===== src/rtl/id_ex_stage.sv =====
// ID/EX pipeline register with EX/MEM/WB operand bypass, load-use stall and flush-across-hold.
// Optional hazard counters are enabled by defining ID_EX_HAZARD_STATS_EN.
module id_ex_stage #(
  parameter int XLEN = 32,
  parameter int AW   = 5,
  parameter int OPW  = 4
) (
  input  logic            clk,
  input  logic            rst_n,
  input  logic            id_valid,
  input  logic [AW-1:0]   id_ra1,
  input  logic [AW-1:0]   id_ra2,
  input  logic            id_use1,
  input  logic            id_use2,
  input  logic [XLEN-1:0] id_rd1,
  input  logic [XLEN-1:0] id_rd2,
  input  logic [AW-1:0]   id_wa,
  input  logic [XLEN-1:0] id_imm,
  input  logic            id_use_imm,
  input  logic [OPW-1:0]  id_alu_op,
  input  logic            id_reg_we,
  input  logic            id_mem_rd,
  input  logic            id_mem_wr,
  input  logic [XLEN-1:0] alu_result,
  input  logic            mem_valid,
  input  logic            mem_reg_we,
  input  logic [AW-1:0]   mem_wa,
  input  logic [XLEN-1:0] mem_result,
  input  logic            wb_valid,
  input  logic            wb_reg_we,
  input  logic [AW-1:0]   wb_wa,
  input  logic [XLEN-1:0] wb_result,
  input  logic            ex_hold,
  input  logic            flush,
  output logic            stall_id,
  output logic            ex_valid,
  output logic            ex_reg_we,
  output logic            ex_mem_rd,
  output logic            ex_mem_wr,
  output logic [AW-1:0]   ex_wa,
  output logic [OPW-1:0]  ex_alu_op,
  output logic [XLEN-1:0] ex_opa,
  output logic [XLEN-1:0] ex_opb,
  output logic [XLEN-1:0] ex_store_data
`ifdef ID_EX_HAZARD_STATS_EN
  ,
  output logic [31:0]     stat_lu_cnt,
  output logic [31:0]     stat_flush_cnt
`endif
);

  logic            flush_pend;
  logic            lu;
  logic [XLEN-1:0] src1;
  logic [XLEN-1:0] src2;
  logic [XLEN-1:0] opb_next;

  // Youngest producer wins; a load in EX has no data yet, so it is excluded here and caught by lu.
  function automatic logic [XLEN-1:0] resolve(input logic [AW-1:0] s, input logic [XLEN-1:0] rd);
    logic [XLEN-1:0] r;
    r = rd;
    if (s == '0)
      r = '0;
    else if (ex_valid && ex_reg_we && ex_wa == s && !ex_mem_rd)
      r = alu_result;
    else if (mem_valid && mem_reg_we && mem_wa == s)
      r = mem_result;
    else if (wb_valid && wb_reg_we && wb_wa == s)
      r = wb_result;
    return r;
  endfunction

  always_comb begin
    src1     = resolve(id_ra1, id_rd1);
    src2     = resolve(id_ra2, id_rd2);
    opb_next = id_use_imm ? id_imm : src2;
    lu       = id_valid && ex_valid && ex_mem_rd && (ex_wa != '0) &&
               ((id_use1 && ex_wa == id_ra1) || (id_use2 && ex_wa == id_ra2));
    stall_id = ex_hold | lu;
  end

  always_ff @(posedge clk or negedge rst_n) begin
    if (!rst_n) begin
      flush_pend    <= 1'b0;
      ex_valid      <= 1'b0;
      ex_reg_we     <= 1'b0;
      ex_mem_rd     <= 1'b0;
      ex_mem_wr     <= 1'b0;
      ex_wa         <= '0;
      ex_alu_op     <= '0;
      ex_opa        <= '0;
      ex_opb        <= '0;
      ex_store_data <= '0;
    end else if (ex_hold) begin
      if (flush)
        flush_pend <= 1'b1;
    end else if (flush || flush_pend || lu) begin
      // Bubble: control cleared, data fields left as they were.
      flush_pend <= 1'b0;
      ex_valid   <= 1'b0;
      ex_reg_we  <= 1'b0;
      ex_mem_rd  <= 1'b0;
      ex_mem_wr  <= 1'b0;
    end else begin
      ex_valid      <= id_valid;
      ex_reg_we     <= id_valid & id_reg_we;
      ex_mem_rd     <= id_valid & id_mem_rd;
      ex_mem_wr     <= id_valid & id_mem_wr;
      ex_wa         <= id_wa;
      ex_alu_op     <= id_alu_op;
      ex_opa        <= src1;
      ex_opb        <= opb_next;
      ex_store_data <= src2;
    end
  end

`ifdef ID_EX_HAZARD_STATS_EN
  always_ff @(posedge clk or negedge rst_n) begin
    if (!rst_n) begin
      stat_lu_cnt    <= '0;
      stat_flush_cnt <= '0;
    end else if (!ex_hold) begin
      if (flush || flush_pend) begin
        if (stat_flush_cnt != '1)
          stat_flush_cnt <= stat_flush_cnt + 32'd1;
      end else if (lu) begin
        if (stat_lu_cnt != '1)
          stat_lu_cnt <= stat_lu_cnt + 32'd1;
      end
    end
  end
`endif

endmodule

===== config.mk =====
export PLATFORM = sky130hd
export DESIGN_NAME = id_ex_stage
export DESIGN_NICKNAME = d
export VERILOG_FILES = /design/src/rtl/id_ex_stage.sv
export SDC_FILE = /design/constraint.sdc
export NUM_CORES = 1
export LEC_CHECK = 0
export ABC_AREA = 1
export BUFFER_PORTS_ARGS = -buffer_cell sky130_fd_sc_hd__buf_2
export CORE_MARGIN = 5
export CORE_UTILIZATION = 50
export CTS_CLUSTER_DIAMETER = 200
export CTS_CLUSTER_SIZE = 30
export DETAILED_ROUTE_END_ITERATION = 8
export GPL_ROUTABILITY_DRIVEN = 0
export PLACE_DENSITY_LB_ADDON = 0.12
export SYNTH_ARGS = -nofsm -noshare
export SYNTH_HDL_FRONTEND = slang
export SYNTH_SLANG_ARGS = --single-unit
export TNS_END_PERCENT = 5

===== constraint.sdc =====
create_clock -name clk -period 1.85 [get_ports clk]
set_input_delay 0.2775 -clock clk [delete_from_list [all_inputs] [get_ports clk]]
set_output_delay 0.2775 -clock clk [all_outputs]
set_load 0.01 [all_outputs]

==> reports/qor.txt <==
Outcome: complete, but fails checks
Failing checks: negative setup slack
Die Y: 143 um
Worst hold path class: in -> reg
Half-perimeter wire length after placement: 25,300 um
Switching power: 2.81 mW
Vias in the first global route: 10,198
Row cnt: 48
Most Frequent Cell on Critical Path: nand2_1
Synth warnings: 0
Max VDD drop: 0.582 mV
Final Hold Vio Count: 0
Rel. slew slack: 66.9%
ANT nets after route: 0
Leak Pwr: 7.32 nW
Finish-stage setup viols: 17
Layout Nets: 2,068
Final Worst Setup Slack: -78.5 ps
Worst Path Required: 1570 ps
Via/cell ratio: 5.26
Worst-skew pair later-pin latency: 340 ps
Distinct cells, synth: 29
Commonest non-fill, non-tap cells in the layout: nand2_1, buf_2, inv_1
Die width: 143 um
CTS sink cnt: 110
Worst clock skew: 5.49 ps
First-pass GRT wire length: 51,600 um
Logic pwr share: 33.1%
Setup TNS: -363 ps
Post-Synthesis Cells: 1,521
Clock transition at path regs: 80 ps
Bufs on Longest Clock Path: 2
Internal Power: 5.03 mW
Clk root buf: clkbuf_16
Element type at the critical path end: primary output
CTS buffer count: 9
RSZ-0062 raised after global routing: true
Area Overhead vs Synth: 31.1%
Post-layout min period: 1930 ps
Cell chain of the critical path: inv_2 -> nand2_1 -> nand2_1 -> nor2_4 -> nand4_1 -> nand2_1 -> nand2_2 -> nand2_1 -> buf_2
Final wirelength: 34,000 um
Initial antenna violation count: 13
# Max-Cap Violations: 0
Slew @ Worst Pin: 497 ps
I/O Buffers: 345
Share of layout cells above drive strength 1: 26.6%
Fillers: 1,734
Highest fanout seen on the critical path: 4
Mapped Nets: 1,757
CP max-delay cell: dfrtp_1
Sequential power share: 39.1%
CP top delay family: simple AND/OR/NAND/NOR gates
DRC Markers: 0
PwrDens: 673 mW/mm^2
Net Sw Frac: 35.8%
Seq/Total Area, Yosys: 31.0%
CP Data Arrival Time: 1650 ps
Core Area: 0.0174 mm^2
Buf+Inv Stages, Crit Path: 2
DP Worst Slack: 20.1 ps
TritonCTS clock tree: done
Overall power: 7.84 mW
Drt first pass iters: 5
Max incr delay on CP: 450 ps
CP startpoint kind: flop
Total track usage: 31.6%
Die area: 0.0205 mm^2
Placed cell areas: 0.0110 mm^2
#FFs+latches synth: 110
Routed vias: 10,892
Cell Area, Synth: 0.00888 mm^2
Grt total ovfl: 0
Slew Viols, Final: 0
Wire per inst: 16.4 um
Largest net degree at the start of global routing: 65
H-Tree Depth: 3
Clock share of power: 27.8%
Crit share post-route: 104%
Io pins: 346
Final instance area: 0.0116 mm^2
Commonest non-fill, non-tap cell in the layout: nand2_1
Initial core utilization: 51.1%
Final Util: 67.1%
1st-iter DRT viols: 940
Kind of critical path: reg -> out
Max frequency: 519 MHz
Synth Area per Inst: 5.84 um^2
synthesized netlist by cell type, drive strengths merged:
master | number | share of area (%)
nand2 | 654 | 28
dfrtp | 110 | 31
buf | 72 | 4.8
clkinv | 1 | 0.042
inv | 263 | 11
and3 | 1 | 0.071
o22ai | 2 | 0.14
o21ai | 46 | 2.6
a21oi | 2 | 0.24
nor3 | 4 | 0.28
nor2 | 89 | 4.2
xor2 | 1 | 0.099
nand3 | 100 | 5.9
clkbuf | 22 | 0.94
nand4 | 152 | 11
xnor2 | 2 | 0.20
area by class of cell:
class                      instances  area (um^2)  share of cell area [%]
antenna                            8         20.0                   0.172
clock buffer                      10          229                    1.97
clock inverter                     6          100                   0.860
inverter                         264          995                    8.54
multi-input combinational       1053         4790                    41.2
sequential                       110         2750                    23.6
tap                              225          282                    2.42
timing repair buffer             394         2470                    21.2
state kept, by name, indices dropped and copies added (netlist names):
register / cells
ex_wa: 5
ex_reg_we: 1
ex_opb: 32
ex_store_data: 32
ex_mem_rd: 1
flush_pend: 1
ex_mem_wr: 1
ex_opa: 32
ex_valid: 1
ex_alu_op: 4
power groups by stage:
stage	registers, mW	logic (mW)	clock network (mW)
global placement	3.08	2.45	0
global route	3.11	2.87	2.31
floorplan	3.27	1.07	0
finish	3.06	2.60	2.18
detailed placement	3.09	2.49	0
CTS	3.05	2.51	2.20
per-stage QoR:
stage / std cells / hold slack, ps
floorplan: 1521 / -18.1
global placement: 2037 / 272
detailed placement: 2037 / 278
CTS: 2056 / 112
global route: 2068 / 123
finish: 2070 / 120
per-layer routing:
layer,part of all wire (%),global-route usage (%),vias up
met1,36,36.8,4899
met5,0.22,0,-
met3,9.6,8.10,109
met2,49,54.2,522
met4,4.9,15.2,12
li1,-,-,5350
cells by family after synthesis:
group	synth area share, %
AND/OR/NAND/NOR	48.8
buffers and inverters	16.9
AO/OA/AOI/OAI	2.97
XOR/XNOR	0.296
flip-flops	31.0
tightest hold or removal path, stage by stage:
cell and delay [ps]:
buf_2 70, nand2_1 40, nand2_1 40
final timing paths:
kind	start	endpoint	slack, ps	depth (start not counted)
max	ex_wa[0]	stall_id	-80	9
min	id_reg_we	ex_reg_we	120	3
max reg2reg	ex_wa[2]	ex_opb[28]	-40	15
min reg2reg	ex_opa[11]	ex_opa[11]	480	2
max in group asynchronous	rst_n	ex_store_data[4]	830	3
min in group asynchronous	rst_n	ex_opb[26]	440	2
what timing repair did:
action                                  4_1_cts  5_1_grt
gates cloned                                  0        5
buffers inserted                              2        1
gates resized for setup                       2       57
endpoints found under the setup margin        1      110
hold endpoints to repair                     32        0
pin swaps                                     1       21
hold buffers                                  1        0
Power figures use the tool's default switching activity.
